<file path="config.mk">
export PLATFORM = sky130hd
export DESIGN_NAME = alu_share_arbiter
export DESIGN_NICKNAME = d
export VERILOG_FILES = /design/src/rtl/alu_share_arbiter.sv
export SDC_FILE = /design/constraint.sdc
export NUM_CORES = 1
export LEC_CHECK = 0
export BUFFER_PORTS_ARGS = -buffer_cell sky130_fd_sc_hd__buf_2
export CAP_MARGIN = 10
export CORE_AREA = 2 2 284 286
export CTS_BUF_LIST = sky130_fd_sc_hd__clkbuf_16
export DETAILED_ROUTE_END_ITERATION = 10
export DIE_AREA = 0 0 286 288
export GPL_TIMING_DRIVEN = 0
export HOLD_SLACK_MARGIN = 0.1
export MAX_ROUTING_LAYER = met4
export SYNTH_ARGS = -nofsm -noshare
export SYNTH_HDL_FRONTEND = slang
export SYNTH_SLANG_ARGS = --single-unit
</file>
<file path="constraint.sdc">
create_clock -name clk -period 4.95 [get_ports clk]
set_clock_uncertainty 0.15 [all_clocks]
set_input_delay 0.2475 -clock clk [delete_from_list [all_inputs] [get_ports clk]]
set_output_delay 0.2475 -clock clk [all_outputs]
set_load 0.005 [all_outputs]
</file>
<file path="src/rtl/alu_share_arbiter.sv">
// alu_share_arbiter: shares one combinational ALU between two requesters.
// A request is arbitrated and latched. The ALU is driven for one cycle, and
// its result is returned to the granted port over a valid/ready handshake.
// Optional statistics counters are enabled by defining ALU_ARB_STATS_EN.
module alu_share_arbiter #(
    parameter int WIDTH = 64,
    parameter bit RR_EN = 1'b1
) (
    input  logic             clk,
    input  logic             reset,
    input  logic             req0_valid,
    output logic             req0_ready,
    input  logic [3:0]       req0_op,
    input  logic             req0_src,
    input  logic [WIDTH-1:0] req0_a,
    input  logic [WIDTH-1:0] req0_b,
    input  logic [WIDTH-1:0] req0_imm,
    input  logic             req1_valid,
    output logic             req1_ready,
    input  logic [3:0]       req1_op,
    input  logic             req1_src,
    input  logic [WIDTH-1:0] req1_a,
    input  logic [WIDTH-1:0] req1_b,
    input  logic [WIDTH-1:0] req1_imm,
    output logic             resp0_valid,
    input  logic             resp0_ready,
    output logic             resp1_valid,
    input  logic             resp1_ready,
    output logic [WIDTH-1:0] resp_result,
    output logic             resp_flag,
    output logic             resp_err,
    output logic             busy,
    output logic             alu_src,
    output logic [3:0]       alu_op,
    output logic [WIDTH-1:0] alu_rs,
    output logic [WIDTH-1:0] alu_rt,
    output logic [WIDTH-1:0] alu_ds,
    input  logic [WIDTH-1:0] alu_result,
`ifdef ALU_ARB_STATS_EN
    output logic [15:0]      grant_cnt0,
    output logic [15:0]      grant_cnt1,
    output logic [7:0]       err_cnt,
`endif
    input  logic             alu_flag
);

    localparam logic [3:0] OP_AND = 4'b0000;
    localparam logic [3:0] OP_OR  = 4'b0001;
    localparam logic [3:0] OP_ADD = 4'b0010;
    localparam logic [3:0] OP_SUB = 4'b0110;
    localparam logic [3:0] OP_SLT = 4'b0111;
    localparam logic [3:0] OP_NOR = 4'b1100;

    typedef enum logic [1:0] {
        IDLE,
        ISSUE,
        RESP
    } state_t;

    state_t           state;
    state_t           state_next;
    logic             pref;
    logic             lat_id;
    logic             grant_id;
    logic             accept;
    logic             sel_legal;
    logic             resp_hs;
    logic [3:0]       sel_op;
    logic             sel_src;
    logic [WIDTH-1:0] sel_a;
    logic [WIDTH-1:0] sel_b;
    logic [WIDTH-1:0] sel_imm;

    function automatic logic op_legal(input logic [3:0] op);
        case (op)
            OP_AND, OP_OR, OP_ADD, OP_SUB, OP_SLT, OP_NOR: op_legal = 1'b1;
            default:                                       op_legal = 1'b0;
        endcase
    endfunction

    // Grant selection, request mux, handshakes and next-state decode
    always_comb begin
        state_next = state;
        if (RR_EN && pref) begin
            grant_id = req1_valid ? 1'b1 : 1'b0;
        end else begin
            grant_id = req0_valid ? 1'b0 : 1'b1;
        end
        accept     = (state == IDLE) && (req0_valid || req1_valid) && !reset;
        req0_ready = accept && !grant_id;
        req1_ready = accept && grant_id;
        sel_op     = grant_id ? req1_op  : req0_op;
        sel_src    = grant_id ? req1_src : req0_src;
        sel_a      = grant_id ? req1_a   : req0_a;
        sel_b      = grant_id ? req1_b   : req0_b;
        sel_imm    = grant_id ? req1_imm : req0_imm;
        sel_legal  = op_legal(sel_op);
        resp_hs    = (state == RESP) && (lat_id ? resp1_ready : resp0_ready);
        resp0_valid = (state == RESP) && !lat_id;
        resp1_valid = (state == RESP) && lat_id;
        busy        = (state != IDLE);
        case (state)
            IDLE: begin
                if (accept) begin
                    state_next = sel_legal ? ISSUE : RESP;
                end
            end
            ISSUE: state_next = RESP;
            RESP: begin
                if (resp_hs) begin
                    state_next = IDLE;
                end
            end
            default: state_next = IDLE;
        endcase
    end

    // State, latched request, ALU drive registers, response capture and pointer
    always_ff @(posedge clk) begin
        if (reset) begin
            state       <= IDLE;
            pref        <= 1'b0;
            lat_id      <= 1'b0;
            resp_result <= '0;
            resp_flag   <= 1'b0;
            resp_err    <= 1'b0;
            alu_src     <= 1'b0;
            alu_op      <= 4'b0000;
            alu_rs      <= '0;
            alu_rt      <= '0;
            alu_ds      <= '0;
        end else begin
            state <= state_next;
            if (accept) begin
                lat_id <= grant_id;
                if (sel_legal) begin
                    alu_op  <= sel_op;
                    alu_src <= sel_src;
                    alu_rs  <= sel_a;
                    alu_rt  <= sel_b;
                    alu_ds  <= sel_imm;
                end else begin
                    resp_result <= '0;
                    resp_flag   <= 1'b0;
                    resp_err    <= 1'b1;
                end
            end
            if (state == ISSUE) begin
                resp_result <= alu_result;
                resp_flag   <= (alu_op == OP_SUB) && alu_flag;
                resp_err    <= 1'b0;
            end
            if (resp_hs && RR_EN) begin
                pref <= ~lat_id;
            end
        end
    end

`ifdef ALU_ARB_STATS_EN
    // Saturating grant and illegal-op counters
    always_ff @(posedge clk) begin
        if (reset) begin
            grant_cnt0 <= '0;
            grant_cnt1 <= '0;
            err_cnt    <= '0;
        end else if (accept) begin
            if (!grant_id && grant_cnt0 != 16'hFFFF) begin
                grant_cnt0 <= grant_cnt0 + 16'd1;
            end
            if (grant_id && grant_cnt1 != 16'hFFFF) begin
                grant_cnt1 <= grant_cnt1 + 16'd1;
            end
            if (!sel_legal && err_cnt != 8'hFF) begin
                err_cnt <= err_cnt + 8'd1;
            end
        end
    end
`endif

endmodule

</file>
==> impl_metrics.toml <==
[outcome]
run_status = "completed"

[clock_tree]
tritoncts_num_sinks = 267
cts_buffers = 36
clock_pin_slew_on_the_worst_setup_and_hold_paths_ps = 60
clk-insertion-delay-late_ps = 540
cts_tree = "done"
clockRootBuffer = "sky130_fd_sc_hd__clkbuf_16"
htree_levels = 2
ctsResizeCount = 0
clock_tree.buffer_depth = 3

[flow_run]
drv.max_cap_violation_count = 0

[sta]
setup_viol = 0
timing.slew.headroom = 0.144
worst-slew-pin-transition_ps = 1280
hold_viol_final = 0
timing.hold.ws_ps = 120
layout_min_cycle_time_ps = 3880
max_freq_mhz = 258
accumulated_negative_setup_slack_ps = 0
final_max_slew_viol_count = 0
period_share = 0.784
grt_setup_unrepaired = "no"

[route]
drt_pre_antenna_iters = 7
drt-initial-drc-count = 746
ant_nets_after_route = 0
detailed_route_wire_length_per_cell_um = 19.2
avgViaCountPerCell = 4.45
number_of_remaining_drc_errors = 0
wirelength_mm = 70.4
via_count = 16300

[setup_path]
worst_setup_path_start_kind = "register"
worstPathMaxFanout = 10
ff2ff_setup_slack_ps = 1070
worst_ep_required_time_ps = 5250
critPathKind = "register to register"
end_kind = "register"
critical_path_arrival_ps = 4180

[logic_synthesis]
ys_seq_area_frac = 0.410
synth.net_count = 1805
synthesized_netlist_cell_count = 1340
yosys.cell_types.count = 39
ys.warnings.count = 0
ys_async_sr_fraction = 0
ys_dominant_reg_cell = "sky130_fd_sc_hd__dfxtp_1"
synth.ff_latch_count = 267
netlist_area_before_placement_um2 = 13100
synthesis.area_per_instance_um2 = 9.74
number_of_enable_flip_flop_cells_after_synthesis = 0

[global_routing]
grt_overflow = 0
grt_util_met2 = 0.273
grt_antenna_before_repair = 8
grt_pass1_vias = 16700
groute.usage.overall = 0.165
met3_usage = 0.0420
globalRoute.busiestLayer = "met2"
pin_count_of_the_biggest_net_entering_global_routing = 13
grt_first_pass_wirelength_mm = 101
gr-usage-met1 = 0.182

[floorplan]
core_area_um2 = 79600
die_area_um2 = 82400
die-width_um = 286
std_cell_rows = 104
initial_core_util = 0.164
ioPinCount = 733
height_of_the_die_um = 288

[cells_and_area]
post_route_cells_drive_above_1_share = 0.378
final_cell_mix = "756 x sky130_fd_sc_hd__buf_2, 452 x sky130_fd_sc_hd__dlygate4sd3_1, 267 x sky130_fd_sc_hd__dfxtp_1, 199 x sky130_fd_sc_hd__inv_1"
fill_cells = 8315
area_growth_syn_to_layout_pct = 82.7
finalNetCount = 3027
commonest_non_fill_non_tap_cell_in_the_layout = "sky130_fd_sc_hd__buf_2"
final_core_area_utilization = 0.299

[place]
routabilityCongestion = 0.916
dp.final_hpwl_mm = 51.9
place.port_buffers = 731

[power]
p_leak_uw = 0.0109
p_per_area_nw_per_um2 = 350
worst_ir_drop_vdd_mv = 0.202

[worst_hold_path]
hold_class = "input pin to register"
through the flow:
stage / area, um2 / total power (uW) / setup slack (ps) / instances
after global placement: 18000 / 5090 / 1070 / 3131
after detailed placement: 18000 / 5100 / 1320 / 3131
final: 23800 / 8360 / 1070 / 3657
after global routing: 23800 / 8780 / 927 / 3655
after CTS: 23800 / 8400 / 1010 / 3647
after floorplan: 13100 / 4000 / 2910 / 1340
kinds of logic after synthesis:
logic type	Yosys count	synth area share
flip-flops	267	0.410
buffers and inverters	364	0.116
XOR/XNOR	2	0.00134
AND/OR/NAND/NOR	232	0.108
multiplexers	5	0.00403
AO/OA/AOI/OAI	470	0.360
final cells by class:
| type | count | area (um2) | area share |
|---|---|---|---|
| tap | 1060 | 1330 | 0.0556 |
| clock buffer | 38 | 951 | 0.0399 |
| antenna | 9 | 22.5 | 0.000944 |
| multi-input combinational | 709 | 6190 | 0.260 |
| buffer | 167 | 779 | 0.0327 |
| sequential | 267 | 5350 | 0.224 |
| inverter | 197 | 739 | 0.0310 |
| clock inverter | 26 | 298 | 0.0125 |
| timing repair buffer | 1184 | 8200 | 0.344 |
sequential cells by signal, indices dropped and copies added (netlist names), 2 cells and up:
| name | flops |
|---|---|
| alu_rs | 64 |
| resp_result | 64 |
| state | 2 |
| alu_ds | 64 |
| alu_rt | 64 |
| alu_op | 4 |
where the power goes:
group	switching (uW)	total, uW	internal, uW
clock network	1080	2780	1710
logic	1620	2960	1340
registers	169	2610	2440
total	2870	8360	5480
final timing paths:
check / start / end / cells after the start
setup reg to reg: pref$_SDFFE_PP0P_ / alu_rt[2]$_SDFFE_PP0P_ / 8
hold reg to reg: resp_err$_SDFFE_PP0P_ / resp_err$_SDFFE_PP0P_ / 2
setup / recovery: pref$_SDFFE_PP0P_ / alu_rt[2]$_SDFFE_PP0P_ / 8
hold / removal: req1_a[63] / alu_rs[63]$_SDFFE_PP0P_ / 4
metal layers:
| layer | up-vias | wire length, um |
|---|---|---|
| li1 | 7560 | - |
| met1 | 7666 | 27700 |
| met2 | 841 | 33300 |
| met3 | 200 | 5640 |
| met4 | 0 | 3710 |
| met5 | - | 0 |
what timing repair did:
action,in CTS,in global routing
buffers inserted,0,0
hold buffers,452,0
endpoints found under the hold margin,266,0
setup endpoints to repair,0,0
cells in the mapped netlist (2+ instances only):
master,number,share of area
sky130_fd_sc_hd__nand2b_1,5,0.0024
sky130_fd_sc_hd__a221oi_2,140,0.16
sky130_fd_sc_hd__nand3_1,2,0.00077
sky130_fd_sc_hd__nor2b_1,5,0.0024
sky130_fd_sc_hd__mux2_2,2,0.0017
sky130_fd_sc_hd__buf_6,16,0.014
sky130_fd_sc_hd__buf_1,3,0.00086
sky130_fd_sc_hd__a22o_1,64,0.043
sky130_fd_sc_hd__dfxtp_1,267,0.41
sky130_fd_sc_hd__inv_1,196,0.056
sky130_fd_sc_hd__a221oi_1,54,0.036
sky130_fd_sc_hd__nand3b_1,2,0.0011
sky130_fd_sc_hd__o21ai_0,3,0.0011
sky130_fd_sc_hd__a31oi_1,3,0.0014
sky130_fd_sc_hd__and3_1,194,0.093
sky130_fd_sc_hd__mux2i_1,3,0.0023
sky130_fd_sc_hd__nand2_1,6,0.0017
sky130_fd_sc_hd__a211oi_1,194,0.11
sky130_fd_sc_hd__nor2_1,9,0.0026
sky130_fd_sc_hd__a21oi_1,6,0.0023
sky130_fd_sc_hd__xor2_1,2,0.0013
sky130_fd_sc_hd__buf_2,25,0.0096
sky130_fd_sc_hd__clkbuf_1,123,0.035
worst max-delay path, stage by stage, from the launching register on:
cell and delay (ps):
sky130_fd_sc_hd__dfxtp_1 370, sky130_fd_sc_hd__nand2b_1 160, sky130_fd_sc_hd__buf_2 230, sky130_fd_sc_hd__nand2_2 310, sky130_fd_sc_hd__clkbuf_1 980, sky130_fd_sc_hd__clkbuf_1 560
sky130_fd_sc_hd__a211oi_1 170, sky130_fd_sc_hd__dlygate4sd3_1 630, sky130_fd_sc_hd__a221oi_2 220
Power figures use the tool's default switching activity.
